===== src/rtl/prio_pkg.sv =====
// Shared types and encodings for the priority-encoder arbiter.
package prio_pkg;

    // Arbiter FSM states
    typedef enum logic {
        IDLE  = 1'b0,
        GRANT = 1'b1
    } state_t;

    // Values of the mode input
    localparam logic MODE_FIXED = 1'b0;
    localparam logic MODE_RR    = 1'b1;

endpackage


===== src/rtl/prio_pick.sv =====
// Combinational winner search: the first set request found walking downward
// from start, wrapping from index 0 back to N-1.
module prio_pick #(
    parameter int N = 8,
    parameter int W = $clog2(N)
) (
    input  logic [N-1:0] req,
    input  logic [W-1:0] start,
    output logic [W-1:0] idx,
    output logic         found
);

    int           c;
    logic [W-1:0] cand;

    // Scan from the farthest candidate to the nearest so the nearest set bit wins
    always_comb begin
        idx   = '0;
        found = 1'b0;
        c     = 0;
        cand  = '0;
        for (int i = N - 1; i >= 0; i--) begin
            c = int'(start) - i;
            if (c < 0) begin
                c = c + N;
            end
            cand = W'(c);
            if (req[cand]) begin
                idx   = cand;
                found = 1'b1;
            end
        end
    end

endmodule


===== src/rtl/prio_enc_arb.sv =====
// Priority-encoder arbiter with fixed-priority and round-robin modes and a
// valid/ready handshake on the registered grant.
module prio_enc_arb #(
    parameter int N = 8,
    parameter int W = $clog2(N)
) (
    input  logic         clk,
    input  logic         rst,
    input  logic         en,
    input  logic         mode,
    input  logic [N-1:0] din,
    input  logic         ready,
    output logic [W-1:0] dout,
    output logic         valid,
    output logic [N-1:0] onehot
);
    import prio_pkg::*;

    localparam logic [W-1:0] LAST = W'(N - 1);

    state_t       state_q, state_d;
    logic [W-1:0] dout_q;
    logic [N-1:0] onehot_q;
    logic [W-1:0] ptr_q;
    logic         mode_q;

    logic [W-1:0] start;
    logic [W-1:0] pick_idx;
    logic         pick_found;
    logic [N-1:0] pick_vec;
    logic         take;
    logic         hs;
    logic         abort;

    // Fixed priority always searches from the top index
    assign start = (mode == MODE_RR) ? ptr_q : LAST;

    prio_pick #(
        .N(N),
        .W(W)
    ) u_pick (
        .req  (din),
        .start(start),
        .idx  (pick_idx),
        .found(pick_found)
    );

    // Event decode; an abort (en low) overrides a same-cycle ready
    always_comb begin
        take     = (state_q == IDLE) && en && pick_found;
        hs       = (state_q == GRANT) && en && ready;
        abort    = (state_q == GRANT) && !en;
        pick_vec = '0;
        pick_vec[pick_idx] = 1'b1;
    end

    // State register
    always_ff @(posedge clk or posedge rst) begin
        if (rst) begin
            state_q <= IDLE;
        end else begin
            state_q <= state_d;
        end
    end

    // Next-state logic
    always_comb begin
        state_d = state_q;
        case (state_q)
            IDLE:    if (take) state_d = GRANT;
            GRANT:   if (!en || ready) state_d = IDLE;
            default: state_d = IDLE;
        endcase
    end

    // Grant data, latched mode and round-robin pointer
    always_ff @(posedge clk or posedge rst) begin
        if (rst) begin
            dout_q   <= '0;
            onehot_q <= '0;
            ptr_q    <= LAST;
            mode_q   <= MODE_FIXED;
        end else begin
            if (take) begin
                dout_q   <= pick_idx;
                onehot_q <= pick_vec;
                mode_q   <= mode;
            end else if (hs || abort) begin
                onehot_q <= '0;
            end
            // Mode latched at grant time decides whether the pointer advances
            if (hs && (mode_q == MODE_RR)) begin
                ptr_q <= (dout_q == '0) ? LAST : dout_q - W'(1);
            end
        end
    end

    // Outputs straight from flops
    always_comb begin
        valid  = (state_q == GRANT);
        dout   = dout_q;
        onehot = onehot_q;
    end

endmodule


===== config.mk =====
export PLATFORM = sky130hd
export DESIGN_NAME = prio_enc_arb
export DESIGN_NICKNAME = d
export VERILOG_FILES = /design/src/rtl/prio_pkg.sv /design/src/rtl/prio_pick.sv /design/src/rtl/prio_enc_arb.sv
export SDC_FILE = /design/constraint.sdc
export NUM_CORES = 1
export LEC_CHECK = 0
export CAP_MARGIN = 30
export CORE_UTILIZATION = 30
export DETAILED_ROUTE_END_ITERATION = 8
export HOLD_SLACK_MARGIN = 0.06
export MAX_ROUTING_LAYER = met4
export PLACE_DENSITY_LB_ADDON = 0.12
export SETUP_SLACK_MARGIN = 0.05
export SYNTH_ARGS = -nofsm -noshare
export SYNTH_HDL_FRONTEND = slang
export SYNTH_SLANG_ARGS = --single-unit
export TNS_END_PERCENT = 20

===== constraint.sdc =====
create_clock -name clk -period 4.4 [get_ports clk]
set_clock_uncertainty 0.1 [all_clocks]
set_input_delay 0.66 -clock clk [delete_from_list [all_inputs] [get_ports clk]]
set_output_delay 0.66 -clock clk [all_outputs]
set_load 0.005 [all_outputs]

* Yosys cells after proc, flatten, opt, wreduce, memory -nomap -nowiden
Index checks and enable logic that the tools add are counted.
Cells by class: add/sub/neg operators 16, $mul 0, div/mod/pow operators 0, $lt $le $gt $ge 18, equality and inequality tests 0, shift-type cells 0, mux-type cells 49, bitwise logic cells 1, reduce and logical (&&, ||, !) cells 12
Operators by type and width (count):
- 2-to-1 mux 3 bit | 18
- less-than comparator 3 x 4 -> 1 bit, second input constant | 9
- less-than comparator 4 x 1 -> 1 bit, second input constant | 7
- adder 3 x 1 -> 3 bit, second input constant | 8
- binary-select mux 1 bit (select 3 bit) | 8
- 2-to-1 mux 1 bit | 19
- 2-to-1 mux 8 bit | 2
- subtractor 3 x 3 -> 4 bit, second input constant | 4
- subtractor 3 x 2 -> 4 bit, second input constant | 2
- logical AND 1 bit | 7
- subtractor 3 x 1 -> 4 bit, second input constant | 1
- demux 1 bit (select 3 bit) | 1
- >= comparator 3 x 1 -> 1 bit, second input constant | 1
- logical NOT 3 bit | 1
- less-than comparator 3 x 1 -> 1 bit, second input constant | 1
- subtractor 3 x 1 -> 3 bit, second input constant | 1
- logical OR 1 bit | 2
- one-hot mux 1 bit (2 select lines) | 1
- nonzero test 2 bit | 1
- logical NOT 1 bit | 1
- NOT 1 bit | 1
Storage, ports and cells: flip-flop bits (word level) 16, latch bits 0, memory bits (writable) 0, bits in read-only memories 0, bits of input ports 13, memories 0

* Longest topological paths before layout
Gate-level depths: netlist (run 1).
depth in word-level cells 19, mapped depth 15

* Cells and area by module
Synthesis (run 1) repeated with hierarchy kept, for this count alone.
Second synthesis, totals: cells, all modules 148, area, all modules 1460.2 µm²
Modules (own cells, without submodules):
- prio_pick | times used 1, cells each 85, area an instance 759.5 µm², sequential area each 0.0 µm²
- prio_enc_arb | times used 1, cells each 63, area an instance 700.7 µm², sequential area each 404.1 µm²

* Worst setup path before layout (run 1)
Ideal clock, no wire load.
kind register -> register, from register ptr_q[1], to register onehot_q[7] (netlist: onehot[7]), setup time 0.122 ns, data arrival time 3.183 ns, setup slack 0.996 ns, cell stages (with the launch flop) 16, path buffers 4, period minus slack after synthesis 3.404 ns, path through dfstp_2 -> buf_4 -> nand2b_1 -> buf_4 -> inv_2 -> buf_6 -> ha_1 -> clkbuf_1 -> mux2i_1 -> mux2_2 -> a41oi_1 -> a211oi_1 -> a211oi_1 -> a311oi_1 -> inv_1 -> a32o_1
On the way: cells in the longest elaborated chain, start to end 19, elaborated cells on any way between the ends 72, classes of those cells add/sub (15); order compare (10); mux (44); reduce/logical (3)
Ends and longest elaborated chain:
- from (decl) | line prio_enc_arb.sv:24 | logic [W-1:0] ptr_q;
- from (signal assigned) | line prio_enc_arb.sv:93 | ptr_q <= (dout_q == '0) ? LAST : dout_q - W'(1);
- 2-to-1 mux 3 bit * | line prio_enc_arb.sv:36 | assign start = (mode == MODE_RR) ? ptr_q : LAST;
- subtractor 3 x 3 -> 4 bit | line prio_pick.sv:23 | c = int'(start) - i;
- less-than comparator 4 x 1 -> 1 bit or adder 3 x 1 -> 3 bit (tied branches) | line prio_pick.sv:24, prio_pick.sv:25
- 2-to-1 mux 3 bit | line prio_pick.sv:24 | if (c < 0) begin
- binary-select mux 1 bit (select 3 bit) | line prio_pick.sv:28 | if (req[cand]) begin
- 2-to-1 mux 1 bit (not written as such) | line prio_pick.sv:28
- 2-to-1 mux 3 bit (8 in series) | line prio_pick.sv:28
- less-than comparator 3 x 4 -> 1 bit (not written as such) or >= comparator 3 x 1 -> 1 bit (tied branches) | line prio_enc_arb.sv:54 | pick_vec[pick_idx] = 1'b1;
- logical AND 1 bit (not written as such) | line prio_enc_arb.sv:54
- 2-to-1 mux 1 bit (not written as such) | line prio_enc_arb.sv:54
- demux 1 bit (select 3 bit) | line prio_enc_arb.sv:54
- 2-to-1 mux 8 bit | line prio_enc_arb.sv:84 | if (take) begin
- to (signal assigned) | line prio_enc_arb.sv:86 | onehot_q <= pick_vec;
- to (decl) | line prio_enc_arb.sv:23 | logic [N-1:0] onehot_q;
Mark *: on every way between the ends. The rest lies on a longest branch, timed or not. The select of a mux whose other input is x is not followed. A chain may end at the register's enable or synchronous reset.

* Worst setup path in the final report (run 1)
from input port mode, to register onehot_q[4] (netlist: onehot[4])
On the way: cells in the longest elaborated chain, start to end 19, elaborated cells on any way between the ends 72, classes of those cells add/sub (15); order compare (10); mux (44); reduce/logical (3)
Ends and longest elaborated chain:
- from (decl) | line prio_enc_arb.sv:10 | input logic mode,
- 2-to-1 mux 3 bit * | line prio_enc_arb.sv:36
- subtractor 3 x 3 -> 4 bit | line prio_pick.sv:23
- less-than comparator 4 x 1 -> 1 bit or adder 3 x 1 -> 3 bit (tied branches) | line prio_pick.sv:24, prio_pick.sv:25
- 2-to-1 mux 3 bit | line prio_pick.sv:24
- binary-select mux 1 bit (select 3 bit) | line prio_pick.sv:28
- 2-to-1 mux 1 bit (not written as such) | line prio_pick.sv:28
- 2-to-1 mux 3 bit (8 in series) | line prio_pick.sv:28
- less-than comparator 3 x 4 -> 1 bit (not written as such) or >= comparator 3 x 1 -> 1 bit (tied branches) | line prio_enc_arb.sv:54
- logical AND 1 bit (not written as such) | line prio_enc_arb.sv:54
- 2-to-1 mux 1 bit (not written as such) | line prio_enc_arb.sv:54
- demux 1 bit (select 3 bit) | line prio_enc_arb.sv:54
- 2-to-1 mux 8 bit | line prio_enc_arb.sv:84
Marks and branches as above.

==> results of run 1 <==
path summary, 6_finish.rpt:
| path | startpoint | end | cells past startpoint |
|---|---|---|---|
| max in group asynchronous | rst | valid | 2 |
| worst max-delay path | mode | onehot[4] | 10 |
| worst max register to register | ptr_q[1] | onehot[4] | 10 |
| worst min-delay path | onehot[1] | onehot[1] | 2 |
| worst min register to register | onehot[1] | onehot[1] | 2 |
| min in group asynchronous | rst | dout[0] | 2 |
worst max-delay path, cell delays in order:
cell and delay [ns]:
clkdlybuf4s50_1 0.50, nor2b_2 0.33, inv_4 0.12, ha_1 0.26, xnor2_1 0.44, mux4_2 0.43, and3_1 0.17, a311o_1 0.42
o21bai_1 0.29, o31ai_1 0.23
state kept, by name (all words and copies together) (netlist names):
register  count
ptr_q         3
dout          3
onehot        8
mode_q        1
valid         1
cell usage in the layout, fill, tap and decap left out, types with 4 or more instances in the layout:
master | netlist | layout
and3_1 | 4 | 4
nor2_1 | 12 | 12
clkdlybuf4s50_1 | 0 | 24
mux2i_1 | 12 | 12
mux2_2 | 6 | 6
a31oi_1 | 4 | 4
nand2_1 | 24 | 24
o21ai_0 | 16 | 16
clkbuf_8 | 0 | 4
buf_4 | 3 | 7
nand3_1 | 7 | 7
a21oi_1 | 9 | 9
inv_1 | 10 | 10
dfrtp_1 | 13 | 13
ha_1 | 4 | 4
cell families after synthesis:
logic type	Yosys count	share of synthesized area (%)
AO/OA/AOI/OAI	69	27.1
XOR/XNOR	5	2.43
adder cells (fa/ha/maj)	4	2.78
buffers and inverters	27	8.97
flip-flops	16	22.5
multiplexers	22	14.8
AND/OR/NAND/NOR	71	21.4
final cells by class:
type / count / area share [%]
inverters: 12 / 2.24
well taps: 72 / 4.24
clock buffers: 4 / 2.59
repair buffers: 31 / 13.8
flip-flops and latches: 16 / 19.0
multi-input cells: 171 / 58.1
metrics by stage:
step | utilization, % | area, um2 | std cells
final | 37.6 | 2120 | 306
after global routing | 37.6 | 2120 | 306
after CTS | 37.6 | 2120 | 306
after detailed placement | 36.7 | 2070 | 302
after global placement | 36.7 | 2070 | 302
after floorplan | - | 1800 | 214
layer usage:
metal	share of wire [%]	vias up
met5	0	-
met4	1.4	0
met3	4.7	6
met2	47	53
met1	47	825
li1	-	847
power groups by stage:
stage / combinational, mW / sequential [mW] / clock (mW)
after floorplan: 0.680 / 0.252 / 0
after global placement: 0.905 / 0.312 / 0
after detailed placement: 0.881 / 0.306 / 0
after CTS: 0.888 / 0.304 / 0.134
after global routing: 0.986 / 0.316 / 0.142
final: 0.892 / 0.302 / 0.128
==> out/results.txt, run 1 <==
Main synth FF type: dfrtp_1
Min Clock Period, post-route: 3.82 ns
Yosys warns: 0
Arr. time, crit path: 3.87 ns
Max-Cap Viols: 0
H-tree depth: 1
CTS Hold Bufs: 0
Sw Pwr: 610 uW
Core ar.: 5640 um2
Drt drc: 0
CP Data Required Time: 4.45 ns
Max Clk Rate: 262 MHz
Layout area overhead: 18.0%
Ys async rst share: 100%
Max-slew headroom: 51.1%
Fill count: 576
Post-synthesis cell area: 1800 um2
Register area: 404 um2
Routability cong.: 0.911
Routed wire length: 5.02 mm
CTS Sinks: 16
Cell-internal power: 712 uW
Slew Viols, Final: 0
Pre-CTS WS: 0.352 ns
Worst R2R Setup Slack: 1.03 ns
Die width: 79.4 um
Top post-synthesis cells by area: dfrtp_1 18%, mux2i_1 6.7%, nand2_1 5.0%
DIE AREA: 6310 um2
Area of the multi-input gates: 1230 um2
Io pins: 25
Worst-Margin Slew: 0.730 ns
Syn nets: 231
Worst-path fanout max: 11
Kind of critical path: input pin to flip-flop
Top-count cell post-synth: nand2_1
Hold Fails Final Rpt: 0
HP Class: flip-flop to flip-flop
Met1 usage: 24.5%
Die Ht: 79.4 um
CP Capture Type: flip-flop
Largest net degree at the start of global routing: 20
Vias in the first global route: 1640
Post-Synthesis Cells: 214
M3 GR Usage: 1.37%
Outcome: finished, final reports clean
CP startpoint kind: input pin
Drt first pass iters: 4
Commonest cells post-synth: 24 x nand2_1, 16 x o21ai_0, 13 x dfrtp_1
DR iter-0 viols: 154
Clock power share: 9.7%
Final setup margin: 0.579 ns
Post-CTS Resized: 0
GR peak layer: met2
Share of cells above drive strength 1: 14.1%
Via count: 1731
Antenna Nets Post-Route: 0
Num CTS Buffers: 3
Drt wl/cell: 16.4 um
Setup_tns: 0 ns
Tot Pwr: 1.32 mW
Max IR drop VDD: 322 uV
RSZ-0062 raised after global routing: false
Synth Register Bits: 16
Combinational fraction of design power: 67.4%
Nets@finish: 252
Starting density of the core: 31.9%
Post-synth top area cell: dfrtp_1
Clock root cell: clkbuf_8
TritonCTS clock tree: yes
Worst skew pair latency: 0.25 ns
Worst-path clk slew: 0.06 ns
Netlist cell types: 67
GRT overflow: 0
Seq pwr share: 22.9%
Sequential area share after synthesis: 22.5%
Power Dens Cells: 623 nW/um2
IO buf count: 24
Synth top area share: 18.1%
Leakage power: 0.880 nW
Avg Inst Size Synth: 8.41 um2
Cell Rows: 27
# diodes: 0
Setup Viol. Count Final: 0
Minimum hold slack: 0.384 ns
Global-route wire length before repair: 8.46 mm
Post-CTS Setup Bufs: 0
GRT Overall Usage: 17.7%
Post-synth EDFFs: 0
Vias per Instance: 5.66
Initial antenna violation count: 0
M2 GR Usage: 27.4%
Sw Ratio: 46.2%
CTS Buffer Depth: 2
Post-DP HPWL: 3.84 mm
Final period util: 86.8%
Note: power is estimated with default switching activity, not from simulation.
==> run 2: changes to the inputs <==
CORE_UTILIZATION = 55   (was 30)
==> run 2 against run 1 <==
Largest power group unchanged. Count of clock-buffer cells in the layout stayed put. Via count is 6.9% higher. Die area is 44% lower. Highest routed layer unchanged.
==> out/results.txt, run 2 (same netlist as run 1, synthesis figures left out) <==
Outcome: finished, final reports clean
Starting density of the core: 58.5% (+27 points)
TritonCTS clock tree: yes
Metal3 WL: 562 um (+140%)
Final setup margin: 0.839 ns (+0.260 ns)
GRT overflow: 0 (unchanged)
Post-CTS Setup Bufs: 0 (unchanged)
Kind of critical path: input pin to flip-flop
Metal-1 WL: 2.19 mm (-7.9%)
# diodes: 0 (unchanged)
Core ar.: 3080 um2 (-45%)
Placed Cells: 276 (-8.6%)
Antenna Nets Post-Route: 0 (unchanged)
Met2 routed WL: 2.32 mm (-0.98%)
RSZ-0062 raised after global routing: false
Share of cells above drive strength 1: 14.4% (+0.30 points)
Routability cong.: 1.02 (+12%)
Max reg flops: 8 (unchanged)
Worst r2r path cells: 8 (-2)
Setup Viol. Count Final: 0 (unchanged)
Sw Ratio: 48.1% (+2.0 points)
HP Class: flip-flop to flip-flop
Io pins: 25 (unchanged)
Max-slew headroom: 45.9% (-5.3 points)
Power Dens Cells: 628 nW/um2 (+0.91%)
GRT Overall Usage: 32.8% (+15 points)
Min Clock Period, post-route: 3.56 ns (-0.260 ns)
Num CTS Buffers: 3 (unchanged)
Via count: 1851 (+6.9%)
Post-DP HPWL: 3.92 mm (+2.2%)
Clock root cell: clkbuf_4
Clock power share: 6.2% (-3.5 points)
Register area: 404 um2 (unchanged)
Worst-Margin Slew: 0.808 ns (+0.0787 ns)
CP Capture Type: flip-flop
Worst R2R Setup Slack: 0.94 ns (-0.09 ns)
Area of the multi-input gates: 1230 um2 (unchanged)
CP startpoint kind: input pin
Drt drc: 0 (unchanged)
Cell Rows: 20 (-26%)
Placed Area: 2050 um2 (-0.97%)
Finished Layout Cells: 280 (-8.5%)
Cell-internal power: 676 uW (-5.0%)
Leakage power: 0.876 nW (-0.45%)
Vias per Instance: 6.61 (+17%)
WHS Endpoint: onehot[1]
Hold Fails Final Rpt: 0 (unchanged)
CP Data Required Time: 4.50 ns (+0.05 ns)
Initial antenna violation count: 0 (unchanged)
Largest net degree at the start of global routing: 20 (unchanged)
Max-Cap Viols: 0 (unchanged)
Post-CTS Resized: 0 (unchanged)
Worst skew pair latency: 0.29 ns (+0.04 ns)
DR iter-0 viols: 202 (+31%)
Nets@finish: 254 (+0.79%)
Worst-path clk slew: 0.09 ns (+0.03 ns)
Layout area overhead: 15.3%
Commonest cells after routing, fill and taps aside: 24 x nand2_1, 24 x clkdlybuf4s50_1, 16 x o21ai_0, 13 x dfrtp_1
Routed wire length: 5.16 mm (+2.8%)
Slew Viols, Final: 0 (unchanged)
Seq pwr share: 23.7% (+0.8 points)
CTS Buffer Depth: 2 (unchanged)
CTS Hold Bufs: 0 (unchanged)
Drt first pass iters: 5 (+1)
Reg2reg start: ptr_q[1]
Worst-path fanout max: 11 (unchanged)
Arr. time, crit path: 3.66 ns (-0.21 ns)
Sw Pwr: 628 uW (+2.8%)
Global-route wire length before repair: 8.27 mm (-2.2%)
IO buf count: 24 (unchanged)
Final Util: 67.4% (+30 points)
H-tree depth: 1 (unchanged)
Pre-CTS WS: 0.547 ns (+0.195 ns)
Hold Path Stages: 2 (unchanged)
Vias in the first global route: 1637 (-0.18%)
Die width: 59.2 um (-25%)
Max IR drop VDD: 314 uV (-2.7%)
Finished Cell Area: 2070 um2 (-2.3%)
Max Used Layer: met4
Setup_tns: 0 ns (unchanged)
Hold path start: onehot[1]
DIE AREA: 3500 um2 (-44%)
Final period util: 80.9% (-5.9 points)
Reg2reg end: onehot[4]
Combinational fraction of design power: 70.1% (+2.7 points)
CTS Sinks: 16 (unchanged)
Max Clk Rate: 281 MHz (+7.3%)
Drt wl/cell: 18.4 um (+12%)
Fill count: 253 (-56%)
Die Ht: 59.2 um (-25%)
==> run 2: power by group through the flow <==
| stage | Combinational (mW) | Sequential, mW | Clock (mW) |
|---|---|---|---|
| global route | 0.984 | 0.319 | 0.0923 |
| global placement | 0.872 | 0.305 | 0 |
| CTS | 0.893 | 0.305 | 0.0847 |
| floorplan | 0.680 | 0.252 | 0 |
| finish | 0.914 | 0.309 | 0.0811 |
| detailed placement | 0.888 | 0.307 | 0 |
==> run 2: cell type report <==
class / count / area share (%)
Clock buffer: 4 / 1.27
Inverter: 12 / 2.29
Multi-Input combinational cell: 171 / 59.5
Sequential cell: 16 / 19.5
Tap cell: 44 / 2.65
Timing Repair Buffer: 33 / 14.8
==> run 2: through the flow <==
stage	power, mW	hold slack (ns)
after global placement	1.18	0.367
final	1.30	0.395
after detailed placement	1.19	0.377
after CTS	1.28	0.399
after global routing	1.40	0.432
after floorplan	0.932	0.369
==> run 2: worst max-delay path by stage <==
stage / slack, ns / end / depth (start not counted) / start
floorplan: 1.0 / onehot[7] / 15 / ptr_q[1]
global placement: 0.56 / onehot[2] / 12 / mode
detailed placement: 0.55 / onehot[2] / 10 / mode
CTS: 0.87 / onehot[1] / 12 / mode
global route: 0.62 / onehot[2] / 12 / mode
finish: 0.84 / onehot[4] / 11 / mode
==> run 2: routing by layer <==
metal	GRT usage [%]	vias up
met5	-	-
met4	7.48	0
met3	7.21	19
met2	46.2	107
met1	47.7	881
li1	-	844
==> run 2: worst max-delay path, cell delays in order <==
cell and delay [ns]:
clkdlybuf4s50_1 0.49, nor2b_2 0.34, inv_4 0.13, ha_1 0.26
xnor2_1 0.16, buf_4 0.17, mux4_2 0.34, and3_1 0.17
a311o_1 0.41, o21bai_1 0.28, o31ai_1 0.23
